## src/rtl/diff_arbiter.sv

```systemverilog
// diff_arbiter: round-robin sequencer for a shared 16-bit nibble-equality comparator.
// Ports:
//   clk_i, rst_ni            clock, asynchronous active-low reset
//   req0_i, a0_i, b0_i       requester 0 request and operands
//   req1_i, a1_i, b1_i       requester 1 request and operands
//   cmp_a_o, cmp_b_o         registered operands driven into the comparator
//   cmp_d_i                  comparator result, bit i = nibble i equal
//   gnt_o                    one-cycle one-hot grant pulse
//   busy_o                   high outside IDLE
//   rsp_valid_o, rsp_ack_i   response handshake
//   rsp_id_o, rsp_d_o        owner of the response and captured comparator flags
//   rsp_eq_o, rsp_ndiff_o    all-equal summary and count of unequal nibbles
module diff_arbiter #(
    parameter int unsigned SETTLE = 4  // settle cycles, legal range 1..15
) (
    input  logic        clk_i,
    input  logic        rst_ni,
    input  logic        req0_i,
    input  logic [15:0] a0_i,
    input  logic [15:0] b0_i,
    input  logic        req1_i,
    input  logic [15:0] a1_i,
    input  logic [15:0] b1_i,
    output logic [15:0] cmp_a_o,
    output logic [15:0] cmp_b_o,
    input  logic [3:0]  cmp_d_i,
    output logic [1:0]  gnt_o,
    output logic        busy_o,
    output logic        rsp_valid_o,
    output logic        rsp_id_o,
    output logic [3:0]  rsp_d_o,
    output logic        rsp_eq_o,
    output logic [2:0]  rsp_ndiff_o,
    input  logic        rsp_ack_i
);

    typedef enum logic [1:0] {ST_IDLE, ST_SETTLE, ST_RESP} state_e;

    state_e      state_q, state_d;
    logic        last_q, last_d;
    logic [3:0]  cnt_q, cnt_d;
    logic [15:0] cmp_a_q, cmp_a_d, cmp_b_q, cmp_b_d;
    logic [1:0]  gnt_q, gnt_d;
    logic        valid_q, valid_d, id_q, id_d, eq_q, eq_d;
    logic [3:0]  rsp_d_q, rsp_d_d;
    logic [2:0]  ndiff_q, ndiff_d, ndiff;
    logic        pick1;

    // last_q remembers the previously granted requester; on a tie the other one wins
    assign pick1 = req1_i && (!req0_i || !last_q);
    assign ndiff = 3'd4 - ({2'b0, cmp_d_i[0]} + {2'b0, cmp_d_i[1]}
                         + {2'b0, cmp_d_i[2]} + {2'b0, cmp_d_i[3]});

    always_comb begin
        state_d = state_q;
        last_d  = last_q;
        cnt_d   = cnt_q;
        cmp_a_d = cmp_a_q;
        cmp_b_d = cmp_b_q;
        gnt_d   = 2'b00;
        valid_d = valid_q;
        id_d    = id_q;
        rsp_d_d = rsp_d_q;
        eq_d    = eq_q;
        ndiff_d = ndiff_q;
        case (state_q)
            ST_IDLE: begin
                if (req0_i || req1_i) begin
                    gnt_d   = pick1 ? 2'b10 : 2'b01;
                    cmp_a_d = pick1 ? a1_i : a0_i;
                    cmp_b_d = pick1 ? b1_i : b0_i;
                    id_d    = pick1;
                    last_d  = pick1;
                    cnt_d   = 4'(SETTLE - 1);
                    state_d = ST_SETTLE;
                end
            end
            ST_SETTLE: begin
                if (cnt_q == 4'd0) begin
                    rsp_d_d = cmp_d_i;
                    eq_d    = &cmp_d_i;
                    ndiff_d = ndiff;
                    valid_d = 1'b1;
                    state_d = ST_RESP;
                end else begin
                    cnt_d = cnt_q - 4'd1;
                end
            end
            ST_RESP: begin
                if (rsp_ack_i) begin
                    valid_d = 1'b0;
                    state_d = ST_IDLE;
                end
            end
            default: state_d = ST_IDLE;
        endcase
    end

    always_ff @(posedge clk_i or negedge rst_ni) begin
        if (!rst_ni) begin
            state_q <= ST_IDLE;
            last_q  <= 1'b1;
            cnt_q   <= '0;
            cmp_a_q <= '0;
            cmp_b_q <= '0;
            gnt_q   <= '0;
            valid_q <= 1'b0;
            id_q    <= 1'b0;
            rsp_d_q <= '0;
            eq_q    <= 1'b0;
            ndiff_q <= '0;
        end else begin
            state_q <= state_d;
            last_q  <= last_d;
            cnt_q   <= cnt_d;
            cmp_a_q <= cmp_a_d;
            cmp_b_q <= cmp_b_d;
            gnt_q   <= gnt_d;
            valid_q <= valid_d;
            id_q    <= id_d;
            rsp_d_q <= rsp_d_d;
            eq_q    <= eq_d;
            ndiff_q <= ndiff_d;
        end
    end

    assign cmp_a_o     = cmp_a_q;
    assign cmp_b_o     = cmp_b_q;
    assign gnt_o       = gnt_q;
    assign busy_o      = state_q != ST_IDLE;
    assign rsp_valid_o = valid_q;
    assign rsp_id_o    = id_q;
    assign rsp_d_o     = rsp_d_q;
    assign rsp_eq_o    = eq_q;
    assign rsp_ndiff_o = ndiff_q;

endmodule

```

## config.mk

```make
export PLATFORM = sky130hd
export DESIGN_NAME = diff_arbiter
export DESIGN_NICKNAME = d
export VERILOG_FILES = /design/src/rtl/diff_arbiter.sv
export SDC_FILE = /design/constraint.sdc
export NUM_CORES = 1
export LEC_CHECK = 0
export CAP_MARGIN = 20
export CORE_MARGIN = 1.5
export CORE_UTILIZATION = 25
export CTS_CLUSTER_DIAMETER = 30
export DETAILED_ROUTE_END_ITERATION = 8
export PLACE_DENSITY = 0.63
export SLEW_MARGIN = 10
export SYNTH_ARGS = -nofsm -noshare
export SYNTH_HDL_FRONTEND = slang
export SYNTH_SLANG_ARGS = --single-unit
```

## constraint.sdc

```tcl
create_clock -name clk_i -period 2.35 [get_ports clk_i]
set_clock_uncertainty 0.15 [all_clocks]
set_input_delay 0.5875 -clock clk_i [delete_from_list [all_inputs] [get_ports clk_i]]
set_output_delay 0.5875 -clock clk_i [all_outputs]
set_load 0.02 [all_outputs]
```

==> flow_summary.ini <==
[clock_network]
root_buffer = clkbuf_8
clkLatencyLatePin_ps = 300
cts_setup_buffers = 0
path_clk_slew_ps = 100
clkSinkCount = 51
cts_hold_buffers = 0
clockBufferDepth = 2
cts_tree = done
cts.htree.levels = 2
cts_resized = 1
cts-buffers-inserted = 5

[drt]
drtPass1Iterations = 6
via_count = 2153
drtIter0Drc = 69
wl_per_cell_um = 14.6
drc = 0
wirelength_mm = 6.88
ant_nets = 0
viasPerCell = 4.57

[job]
maxCapViolCount = 0

[timing]
finalCritPeriodShare_pct = 96.3
rsz0062_at_grt = false
setup_tns_ps = 0
finalCriticalPeriod_ps = 2260
finalMaxSlewViolations = 0
setup_viol = 0
finalHoldViolCount = 0
whs_ps = 112
max_slew.worst_pin.slew_ps = 677
slew_headroom_pct = 54.8
fmax_ghz = 0.442

[power]
p_leak_nw = 1.66
cellPowerDensity_mw_per_mm2 = 1190
ir_drop_v = 0.000382

[yosys]
synth.area.top_cells = dfrtp_1 52%, nand2_1 5.9%, a221o_1 5.8%, a31oi_1 4.7%, a21oi_1 4.4%
syn-cell-area_mm2 = 0.00240
synth-simple-area-share_pct = 15.1
synthAdderAreaFrac_pct = 2.91
synth_seq_cells = 51
synth.avg_cell_area_um2 = 10.8
ys_async_sr_fraction_pct = 100
ys.flop_type = dfrtp_1
synthMuxAreaShare_pct = 4.99
ys_types = 37
synth-xor-area-share_pct = 0
synth-compound-area-share_pct = 18.5
yosysSeqAreaShare_pct = 53.1
yosys.area.top_type_share_pct = 52.0
yosysTopAreaCell = dfrtp_1
synth_top_family_by_area = compound AO/OA/AOI/OAI gates
synth_fp_nets = 301
synth_cells = 223
synth_edf_count = 0
ys_warn_count = 0

[layout]
area_growth_pct = 60.3
layout-drive-gt1-share_pct = 8.77
antenna_cells = 0
nNetsFinal = 419
layout_common_cells = 115 x clkdlybuf4s50_1, 49 x dfrtp_1, 38 x nand2_1
fillCellCount = 922
final_common_cell = clkdlybuf4s50_1

[worst_setup_path]
cp-start-kind = flip-flop
crit_fanout = 7
max_stage_delay_ps = 620
worstPathArrival_ps = 1530
path_buf_inv = 2
critical_path.top_delay_family = buffers and inverters
end_kind = output pin
crit_slowest_cell = clkdlybuf4s50_1
crit_type = flip-flop to output pin
cp_num_cells = 3
ff2ff_path_depth = 4
path_cells = nor2_8 -> inv_1 -> clkdlybuf4s50_1
critical_path_required_ps = 1610
rrSetupSlack_ps = 270

[global_route]
grt_max_degree = 36
gr-usage-met1_pct = 17.3
grt-ovfl-total = 0
grt_usage_pct = 13.8
antenna_found_initial = 0
top_usage_layer = met2
grt_pass1_wl_mm = 11.1
grt_use_met2_pct = 23.0
met3_usage_pct = 2.84
grt_pass1_vias = 2209

[placed_design]
gp_congestion = 0.831
dpl.hpwl_mm = 4.97
port_buffers = 117

[floorplan]
design.core.area_mm2 = 0.00928
die-area_mm2 = 0.0102
die_h_um = 101
core.rowCount = 35
start_util_pct = 25.9
die_w_um = 101
ioPinCount = 118

[hold_path]
hold_path_class = primary input to async pin

[run_status]
outcome = finished clean
flip-flops by register name (all words and copies together), names as in the netlist:
signal       flops
gnt_o            2
state_q          2
rsp_id_o         1
cnt_q            4
rsp_valid_o      1
cmp_b_o         16
last_q           1
rsp_d_o          4
rsp_eq_o         1
cmp_a_o         16
rsp_ndiff_o      3
per-stage QoR:
stage          std cells  setup WS [ps]  utilization, %  power (mW)  area [um2]
6_report             471           85.8            41.5        4.59        3850
5_1_grt              471           19.3            41.5        4.91        3850
4_1_cts              471           33.9            41.5        4.65        3850
3_5_place_dp         463           -296            40.3        4.02        3740
3_3_place_gp         463           -279            40.3        3.99        3740
2_1_floorplan        223            249               -        2.89        2400
worst register-to-register path: cells and delay by family (launching register included):
family	cells	cell delay (ps)
AO/OA/AOI/OAI	1	190
buffers and inverters	1	350
flip-flops	1	500
AND/OR/NAND/NOR	2	740
cell families after synthesis:
family / after synthesis
AOI/OAI and AO/OA: 64
and+or+nand+nor: 67
adders and majority gates: 5
buffers and inverters: 25
DFF: 51
muxes: 11
power by group:
part	leakage (nW)	internal, mW	switching, mW	total (mW)
Combinational	1.00	1.22	1.19	2.40
Clock	0.0581	0.317	0.293	0.611
Sequential	0.603	1.31	0.270	1.58
Total	1.66	2.84	1.75	4.59
final cells by class:
| cell class | count | area (um2) | area share, % |
|---|---|---|---|
| clock inverter | 3 | 43.8 | 1.14 |
| multi-input combinational | 147 | 1000 | 25.9 |
| tap | 129 | 161 | 4.19 |
| sequential | 51 | 1280 | 33.2 |
| clock buffer | 5 | 68.8 | 1.79 |
| timing repair buffer | 127 | 1270 | 32.9 |
| inverter | 9 | 33.8 | 0.876 |
synthesized netlist by cell type, types with 2 or more instances:
cell and count:
mux2i_1 3, nor2_1 2, a221o_1 14, nand2_1 38
a22oi_1 2, and3_1 14, a31oi_1 18, a22o_1 2
a21oi_1 21, inv_1 8, mux2_1 7, nor3_1 2
dfrtp_1 50, nand2b_1 2, clkbuf_1 4, a21o_1 2
ha_1 4, buf_2 9, buf_6 3
per-layer routing:
metal  up-vias  share of wire, %
li1       1039                 -
met1      1040                44
met2        63                49
met3        11               4.7
met4         0               2.6
met5         -                 0
final timing paths:
path	start	to
hold reg to reg	rsp_id_o	rsp_id_o
setup reg to reg	state_q[1]	cmp_a_o[0]
setup / recovery	state_q[1]	busy_o
max in group asynchronous	rst_ni	state_q[1]
min in group clk_i	rsp_id_o	rsp_id_o
hold / removal	rst_ni	cmp_a_o[2]
No activity file was read; power rests on OpenSTA's default activity.
